==> src/rtl/vcsr_diff_pkg.sv <==
// Shared types and constants for the vector-CSR difftest source.
package vcsr_diff_pkg;

  // Vector CSR addresses
  localparam logic [11:0] VSTART = 12'h008;
  localparam logic [11:0] VXSAT  = 12'h009;
  localparam logic [11:0] VXRM   = 12'h00A;
  localparam logic [11:0] VCSR   = 12'h00F;
  localparam logic [11:0] VL     = 12'hC20;
  localparam logic [11:0] VTYPE  = 12'hC21;
  localparam logic [11:0] VLENB  = 12'hC22;

  // vtype after reset: vill set, everything else zero
  localparam logic [63:0] VTYPE_RESET = 64'h8000_0000_0000_0000;

  // One queued snapshot; vcsr and vlenb are rebuilt at the output
  typedef struct packed {
    logic [63:0] vstart;
    logic        vxsat;
    logic [1:0]  vxrm;
    logic [63:0] vl;
    logic [63:0] vtype;
    logic [7:0]  coreid;
  } vcsr_snap_t;

endpackage

==> src/rtl/vcsr_snap_fifo.sv <==
// Synchronous snapshot FIFO; head is read straight from storage flops, so
// nothing combinational from the push side reaches it.
module vcsr_snap_fifo
  import vcsr_diff_pkg::*;
#(
  parameter int unsigned Depth = 4
) (
  input  logic       clock,
  input  logic       reset_n,
  input  logic       push,
  input  vcsr_snap_t wdata,
  output logic       full,
  input  logic       pop,
  output logic       empty,
  output vcsr_snap_t head
);

  localparam int unsigned PtrW = $clog2(Depth);
  localparam logic [PtrW-1:0] PtrOne   = 1;
  localparam logic [PtrW:0]   CountOne = 1;
  localparam logic [PtrW:0]   CountMax = (PtrW+1)'(Depth);

  logic [PtrW-1:0] wr_ptr_q, rd_ptr_q;
  logic [PtrW:0]   count_q;
  vcsr_snap_t      mem_q [Depth];
  logic            do_push, do_pop;

  assign empty   = (count_q == '0);
  assign full    = (count_q == CountMax);
  assign do_pop  = pop & ~empty;
  // A pop frees a slot in the same cycle, so a full FIFO can still accept
  assign do_push = push & (~full | do_pop);
  assign head    = mem_q[rd_ptr_q];

  // Pointer and occupancy state
  always_ff @(posedge clock or negedge reset_n) begin
    if (!reset_n) begin
      wr_ptr_q <= '0;
      rd_ptr_q <= '0;
      count_q  <= '0;
    end else begin
      if (do_push) wr_ptr_q <= wr_ptr_q + PtrOne;
      if (do_pop)  rd_ptr_q <= rd_ptr_q + PtrOne;
      if (do_push && !do_pop)      count_q <= count_q + CountOne;
      else if (!do_push && do_pop) count_q <= count_q - CountOne;
    end
  end

  // Storage; contents are don't-care until written
  always_ff @(posedge clock) begin
    if (do_push) mem_q[wr_ptr_q] <= wdata;
  end

endmodule

==> src/rtl/vec_csr_diff_source.sv <==
// Vector-CSR difftest producer: shadows vstart/vxsat/vxrm/vl/vtype from
// retire-side events and queues one snapshot per committing cycle.
// Optional macro VCSR_DIFF_FILTER_EN: push only snapshots that differ from
// the last one pushed.
module vec_csr_diff_source
  import vcsr_diff_pkg::*;
#(
  parameter int unsigned VLEN       = 128,
  parameter int unsigned FIFO_DEPTH = 4
) (
  input  logic        clock,
  input  logic        reset_n,
  input  logic [7:0]  io_coreid,
  input  logic        commit_valid,
  input  logic        csr_wen,
  input  logic [11:0] csr_addr,
  input  logic [63:0] csr_wdata,
  input  logic        vset_valid,
  input  logic [63:0] vset_vl,
  input  logic [63:0] vset_vtype,
  input  logic        vxsat_set,
  input  logic        trap_vstart_valid,
  input  logic [63:0] trap_vstart,
  output logic        out_valid,
  input  logic        out_ready,
  output logic [63:0] out_vstart,
  output logic [63:0] out_vxsat,
  output logic [63:0] out_vxrm,
  output logic [63:0] out_vcsr,
  output logic [63:0] out_vl,
  output logic [63:0] out_vtype,
  output logic [63:0] out_vlenb,
  output logic [7:0]  out_coreid,
  output logic        overflow
);

  localparam logic [63:0] VlenbVal = 64'(VLEN / 8);

  logic [63:0] vstart_q, vstart_d, vl_q, vl_d, vtype_q, vtype_d;
  logic        vxsat_q, vxsat_d, vxsat_w;
  logic [1:0]  vxrm_q, vxrm_d;
  logic        overflow_q;
  vcsr_snap_t  snap_d, head;
  logic        full, empty, pop, push_req, push_ok;

  // Next shadow state; later assignments win, giving trap > CSR > vset on vstart
  always_comb begin
    vstart_d = vstart_q;
    vxsat_w  = vxsat_q;
    vxrm_d   = vxrm_q;
    vl_d     = vl_q;
    vtype_d  = vtype_q;
    if (vset_valid) begin
      vl_d     = vset_vl;
      vtype_d  = vset_vtype;
      vstart_d = '0;
    end
    if (csr_wen) begin
      case (csr_addr)
        VSTART: vstart_d = csr_wdata;
        VXSAT:  vxsat_w  = csr_wdata[0];
        VXRM:   vxrm_d   = csr_wdata[1:0];
        VCSR: begin
          vxrm_d  = csr_wdata[2:1];
          vxsat_w = csr_wdata[0];
        end
        default: ;
      endcase
    end
    if (trap_vstart_valid) vstart_d = trap_vstart;
    // Saturation from a retiring op is sticky on top of any write
    vxsat_d = vxsat_w | vxsat_set;
  end

  // Shadow CSR registers
  always_ff @(posedge clock or negedge reset_n) begin
    if (!reset_n) begin
      vstart_q <= '0;
      vxsat_q  <= 1'b0;
      vxrm_q   <= '0;
      vl_q     <= '0;
      vtype_q  <= VTYPE_RESET;
    end else begin
      vstart_q <= vstart_d;
      vxsat_q  <= vxsat_d;
      vxrm_q   <= vxrm_d;
      vl_q     <= vl_d;
      vtype_q  <= vtype_d;
    end
  end

  assign snap_d = '{vstart: vstart_d, vxsat: vxsat_d, vxrm: vxrm_d,
                    vl: vl_d, vtype: vtype_d, coreid: io_coreid};

  assign pop     = out_valid & out_ready;
  assign push_ok = push_req & (~full | pop);

`ifdef VCSR_DIFF_FILTER_EN
  vcsr_snap_t last_q;
  logic       have_last_q;

  assign push_req = commit_valid & (~have_last_q | (snap_d != last_q));

  // Last successfully pushed snapshot, the reference for change detection
  always_ff @(posedge clock or negedge reset_n) begin
    if (!reset_n) begin
      last_q      <= '0;
      have_last_q <= 1'b0;
    end else if (push_ok) begin
      last_q      <= snap_d;
      have_last_q <= 1'b1;
    end
  end
`else
  assign push_req = commit_valid;
`endif

  // Sticky drop flag
  always_ff @(posedge clock or negedge reset_n) begin
    if (!reset_n) overflow_q <= 1'b0;
    else if (push_req && full && !pop) overflow_q <= 1'b1;
  end

  vcsr_snap_fifo #(
    .Depth (FIFO_DEPTH)
  ) u_fifo (
    .clock   (clock),
    .reset_n (reset_n),
    .push    (push_req),
    .wdata   (snap_d),
    .full    (full),
    .pop     (pop),
    .empty   (empty),
    .head    (head)
  );

  assign out_valid = ~empty;
  assign overflow  = overflow_q;

  // Output fields, forced to zero while nothing is queued
  always_comb begin
    out_vstart = '0;
    out_vxsat  = '0;
    out_vxrm   = '0;
    out_vcsr   = '0;
    out_vl     = '0;
    out_vtype  = '0;
    out_vlenb  = '0;
    out_coreid = '0;
    if (out_valid) begin
      out_vstart = head.vstart;
      out_vxsat  = {63'b0, head.vxsat};
      out_vxrm   = {62'b0, head.vxrm};
      out_vcsr   = {61'b0, head.vxrm, head.vxsat};
      out_vl     = head.vl;
      out_vtype  = head.vtype;
      out_vlenb  = VlenbVal;
      out_coreid = head.coreid;
    end
  end

endmodule
==> config.mk <==
export PLATFORM = sky130hd
export DESIGN_NAME = vec_csr_diff_source
export DESIGN_NICKNAME = d
export VERILOG_FILES = /design/src/rtl/vcsr_diff_pkg.sv /design/src/rtl/vcsr_snap_fifo.sv /design/src/rtl/vec_csr_diff_source.sv
export SDC_FILE = /design/constraint.sdc
export NUM_CORES = 1
export LEC_CHECK = 0
export BUFFER_PORTS_ARGS = -buffer_cell sky130_fd_sc_hd__buf_2
export CORE_ASPECT_RATIO = 1.1
export CORE_MARGIN = 5
export CORE_UTILIZATION = 50
export DETAILED_ROUTE_END_ITERATION = 10
export PLACE_DENSITY = 0.8
export SKIP_LAST_GASP = 1
export SLEW_MARGIN = 20
export SYNTH_ARGS = -nofsm -noshare
export SYNTH_HDL_FRONTEND = slang
export SYNTH_HIERARCHICAL = 1
export SYNTH_SLANG_ARGS = --single-unit
==> constraint.sdc <==
create_clock -name clock -period 19.99 [get_ports clock]
set_clock_uncertainty 0.15 [all_clocks]
set_input_delay 0 -clock clock [delete_from_list [all_inputs] [get_ports clock]]
set_output_delay 0 -clock clock [all_outputs]
set_load 0.03 [all_outputs]
# After elaboration in Yosys (flattened, before gate mapping)
# Memory sizes are Yosys's and may differ from the RTL's.
# Cells that the tools add are included.
dict set report op_classes {
  n_addsub 4
  eq_ne 5
  mux 22
  n_bitwise 7
  reduce_logical 10
}
# operator count
set op_table {}
lappend op_table {{two-way mux 64 bit} 9}
lappend op_table {{equality test 12 x 4 -> 1 bit (second input constant)} 4}
lappend op_table {{two-way mux 3 bit} 3}
lappend op_table {{two-way mux 8 bit} 1}
lappend op_table {{two-way mux 1 bit} 5}
lappend op_table {{two-way mux 5 bit} 1}
lappend op_table {{adder 2 x 1 -> 2 bit (second input constant)} 2}
lappend op_table {{logical AND 1 bit} 4}
lappend op_table {{two-way mux 2 bit} 2}
lappend op_table {{case mux 2 bit (2 select lines)} 1}
lappend op_table {{adder 3 x 1 -> 3 bit (second input constant)} 1}
lappend op_table {{AND 1 bit} 3}
lappend op_table {{equality test 3 bit (second input constant)} 1}
lappend op_table {{logical NOT 1 bit} 3}
lappend op_table {{logical NOT 3 bit} 1}
lappend op_table {{subtractor 3 x 1 -> 3 bit (second input constant)} 1}
lappend op_table {{NOT 1 bit} 2}
lappend op_table {{OR 1 bit} 2}
lappend op_table {{nonzero test 2 bit} 1}
lappend op_table {{OR reduction 2 bit} 1}
dict set report totals {
  register_bits 203
  ram_bits 812
  in_bits 284
  out_inout_bits 458
  word_cells 58
  mem_count 1
}
# memory words width rd rd_clocked_by_memory_dff write_ports line_no
set memory_table {}
lappend memory_table {u_fifo.mem_q 4 203 1 0 1 vcsr_snap_fifo.sv:25} ;# vcsr_snap_t mem_q [Depth];

# Depth between registers and ports, before layout
dict set report logic_depth {
  word_depth 10
  mapped_depth 11
}

# Hierarchy
# Netlist, hierarchy kept.
# module n_inst cells_per_inst area_per_inst_um2 seq_area_each_um2
set modules_own_cells {}
lappend modules_own_cells {vcsr_snap_fifo 1 1096 29881.2 24558.6}
lappend modules_own_cells {vec_csr_diff_source 1 1136 11451.0 4906.0}

# Worst setup path before layout
# OpenSTA, ideal clock, no wires.
dict set report synth_timing {
  path_kind {reg-to-reg}
  startpoint {register u_fifo.count_q[0]}
  endpoint {memory u_fifo/mem_q[0][0] (netlist bit), enable pin}
  setup_ns 0.588
  arrival_time_ns 5.945
  required_ns 19.252
  path_slack_ns 13.307
  stages_incl_launch_ff 7
  path_buffers 1
  period_less_slack_ns 6.683
  cell_sequence {dfrtp_1 -> nor3_1 -> clkbuf_1 -> nor2b_1 -> inv_1 -> a21boi_2 -> and2_1}
}
dict set report synth_via {
  elab_chain_len 8
}
# item line_no
set synth_lines {}
lappend synth_lines {{from (decl)} vcsr_snap_fifo.sv:24} ;# logic [PtrW:0] count_q;
lappend synth_lines {{from (signal assigned)} vcsr_snap_fifo.sv:44} ;# if (do_push && !do_pop) count_q <= count_q + CountOne;
lappend synth_lines {{from (signal assigned)} vcsr_snap_fifo.sv:45} ;# else if (!do_push && do_pop) count_q <= count_q - CountOne;
lappend synth_lines {{logical NOT 3 bit} vcsr_snap_fifo.sv:28} ;# assign empty = (count_q == '0);
lappend synth_lines {{net empty} vec_csr_diff_source.sv:44} ;# logic full, empty, pop, push_req, push_ok;
lappend synth_lines {{NOT 1 bit} vec_csr_diff_source.sv:137} ;# assign out_valid = ~empty;
lappend synth_lines {{AND 1 bit} vec_csr_diff_source.sv:95} ;# assign pop = out_valid & out_ready;
lappend synth_lines {{net pop} vec_csr_diff_source.sv:44}
lappend synth_lines {{AND 1 bit} vcsr_snap_fifo.sv:30} ;# assign do_pop = pop & ~empty;
lappend synth_lines {{OR 1 bit} vcsr_snap_fifo.sv:32} ;# assign do_push = push & (~full | do_pop);
lappend synth_lines {{AND 1 bit} vcsr_snap_fifo.sv:32}
lappend synth_lines {{net u_fifo.do_push} vcsr_snap_fifo.sv:26} ;# logic do_push, do_pop;
lappend synth_lines {{two-way mux 1 bit} vcsr_snap_fifo.sv:51} ;# if (do_push) mem_q[wr_ptr_q] <= wdata;
lappend synth_lines {{two-way mux 1 bit (implied by the code)} vcsr_snap_fifo.sv:51}
lappend synth_lines {{to (decl)} vcsr_snap_fifo.sv:25}
# The timed path passes the listed nets, and every way through them passes these cells.

# Worst setup path in the final report
dict set report layout_timing {
  startpoint {register u_fifo.count_q[0]}
  endpoint {memory u_fifo/mem_q[1][133] (netlist bit), enable pin}
}
# Same word-level chain as after synthesis.

==> metrics.md <==
| Metric | Value |
|---|---|
| Number of failing hold endpoints at the final stage | `0` |
| Floorplan row count | `110` |
| Number of unique standard cell types used by synthesis | `39` |
| Via density per instance | `5.49` |
| Status | `complete, no violations` |
| Die area | `88500 um^2` |
| Most frequently used flop master after synthesis | `edfxtp_1` |
| Leakage | `19.3 nW` |
| RePlAce Congestion | `0.882` |
| Clk sink count | `1015` |
| Worst hold path class | `primary input to flop` |
| Clock Tree Buf Depth | `3` |
| Hold slack | `0.0461 ns` |
| CTS Root Buffer Type | `clkbuf_16` |
| RSZ-0062 raised after global routing | `false` |
| Final slew viol count | `0` |
| Total GRT Usage | `23.0%` |
| Total detailed-routing wirelength | `104 mm` |
| Number of register bits inferred by synthesis | `1015` |
| Type of the setup path with the least slack | `flop to flop` |
| Fraction of power consumed by the clock network | `24.7%` |
| Critical Path Source Type | `flop` |
| Leading post-synthesis cells by cell area | `edfxtp_1 59%, dfrtp_1 12%, mux4_2 8.8%, buf_4 4.7%, mux2_2 3.5%` |
| Synth Area per Inst | `18.5 um^2` |
| Proportion of synthesized flip-flops having asynchronous set or reset | `20.0%` |
| Highest clock rate | `218 MHz` |
| Total Power | `0.00735 W` |
| Logic pwr share | `36.3%` |
| DRC | `0` |
| Measured slew at the worst slew-check pin | `1.10 ns` |
| Final net count | `3402` |
| Number of routed nets with antenna violations | `0` |
| Total vias in the final route | `23400` |
| Critical path data arrival time | `4.70 ns` |
| Net switching power figure | `0.00267 W` |
| Sequential area share after synthesis | `71.3%` |
| Antenna violations before repair | `19` |
| Power per standard cell area | `145 nW/um^2` |
| Average wire length per cell after detail routing | `24.5 um` |
| Worst vdd ir | `0.103 mV` |
| Iteration-0 DRC count of the detailed router | `2087` |
| Area growth from synthesis to final layout | `23.0%` |
| Slew headroom | `26.6%` |
| Total CTS buffers | `94` |
| Sequential Power Share | `39.0%` |
| Number of detailed-routing iterations run before antenna repair | `6` |
| Cell type with the largest total area after synthesis | `edfxtp_1` |
| Endpoint kind of the worst setup timing path | `flop` |
| Maximum number of pins on one net before global-route repair | `115` |
| Setup TNS | `0 ns` |
| Share of final-layout standard cells stronger than drive strength 1 | `30.5%` |
| Initial core utilization | `50.5%` |
| Number of global-route vias before repair | `24600` |
| Detailed placement HPWL | `58.0 mm` |
| Number of port buffers | `492` |
| Post-route fraction of the period consumed by the critical path | `22.9%` |
| Synthesis warning total | `6` |
| Post-synthesis instance area | `41300 um^2` |
| Number of post-CTS setup repair buffers | `0` |
| Total setup violations reported at the end of the flow | `0` |
| Maximum fanout along the worst path | `67` |
| Number of synthesized flops with an enable pin | `812` |
| Horiz. Die Dim | `284 um` |
| Data required time at the worst endpoint | `20.10 ns` |
| # IOs | `742` |
| Placeable core region | `81900 um^2` |
| Synth Instances | `2232` |
| Fraction of power spent switching nets | `36.3%` |
| Fraction of synthesized cell area taken by the top area cell type | `59.0%` |
| Global route overflow | `0` |
| Final critical path time including I/O delays and setup | `4.59 ns` |
| Die Y | `312 um` |
| Clock Pin Slew Worst Setup and Hold Paths | `0.06 ns` |
| Level count of the clock H-tree | `3` |
| Max capacitance violation total | `0` |
| Global-route wire length before repair | `155 mm` |
| Power Internal | `0.00469 W` |
| Clock tree from TritonCTS | `built` |
| Clock network latency to the later pin of the worst-skew pair | `0.65 ns` |
## layout make-up
class,count,area (um^2)
Clock buffer,118,2500
Antenna cell,13,32.5
Clock inverter,59,649
Tap cell,1064,1330
Fill cell,5378,31100
Inverter,68,255
Multi-Input combinational cell,1027,9970
Timing Repair Buffer,906,6630
Sequential cell,1015,29500
## sequential cells by signal, indices dropped and copies added, names as in the netlist
name	cells
overflow	1
u_fifo/count_q	3
u_fifo/mem_q	812
u_fifo/rd_ptr_q	2
u_fifo/wr_ptr_q	2
vl_q	64
vstart_q	64
vtype_q	64
vxrm_q	2
vxsat_q	1
## critical path, cell delays in order, from the launching register on
cell	delay, ns
dfrtp_1	0.45
nor3_2	0.07
buf_4	0.37
nor2b_1	0.35
inv_1	0.09
a21boi_2	0.35
and2_4	0.59
buf_4	0.69
buf_4	0.83
## power groups by stage
stage                     Sequential, W  Clock (W)  Combinational, W
after floorplan                 0.00289          0           0.00191
after global routing            0.00290    0.00194           0.00281
after detailed placement        0.00292          0           0.00256
after global placement          0.00289          0           0.00253
final                           0.00287    0.00181           0.00267
after CTS                       0.00288    0.00184           0.00265
## repair_timing
action / in CTS / in global routing
resized for setup: 0 / 0
hold endpoints to repair: 1115 / 0
hold buffers: 386 / 0
## metal layers
layer	up-vias	GRT usage (%)	part of all wire [%]
met2	1416	40.6	52
li1	9811	-	-
met1	11900	27.6	35
met4	8	9.92	4.6
met3	274	4.40	7.9
met5	-	0	0.048
## cell usage in the layout, fill, tap and decap left out, types with 65 or more instances in the layout
cell	count
dfrtp_1	200
clkbuf_16	94
nand2_1	65
buf_2	489
mux2_2	130
mux4_2	161
conb_1	249
nand3_1	66
edfxtp_1	812
nor2b_1	207
dlygate4sd3_1	385
inv_1	68
## through the flow
step	cell area (um^2)	instances	utilization, %	setup WS [ns]
2_1_floorplan	42300	2480	-	13.31
3_3_place_gp	43700	3692	53.4	15.49
3_5_place_dp	43700	3692	53.4	15.43
4_1_cts	50700	4255	62.0	15.42
5_1_grt	50800	4269	62.1	15.20
6_report	50800	4270	62.1	15.40
## path summary, 6_finish.rpt
kind | slack [ns] | to | startpoint | cells past startpoint
hold reg to reg | 0.39 | vl_q[13] | vl_q[13] | 1
setup reg to reg | 15.40 | u_fifo/mem_q[1][133] | u_fifo/count_q[0] | 8
min in group asynchronous | 0.33 | vtype_q[63] | reset_n | 3
setup / recovery | 15.40 | u_fifo/mem_q[1][133] | u_fifo/count_q[0] | 8
max in group asynchronous | 18.45 | vl_q[61] | reset_n | 4
hold / removal | 0.05 | vtype_q[28] | vset_vtype[28] | 3
## synthesized netlist by cell type (all sizes together) (2+ instances only)
master	instances
and2	4
xor2	2
nor3	3
buf	325
nor2	2
ha	5
nor3b	2
o21ai	4
mux4	203
nand4	2
nand3	66
xnor2	5
edfxtp	812
nor2b	207
o311ai	63
mux2	130
inv	68
nand2	65
nor4	3
dfrtp	202
a211o	4
clkbuf	45
## kinds of logic (layout without fill, tap and decap cells)
family	Yosys count	after routing	synth area share (%)
and+or+nand+nor	359	359	4.92
DFF	1015	1015	71.3
other	1	262	0.00907
AOI/OAI and AO/OA	73	73	1.55
muxes	333	333	15.0
adders and majority gates	6	6	0.200
xor gates and xnor gates	7	7	0.148
buffers and inverters	438	1151	6.91
Note: power is estimated with default switching activity, not from simulation.
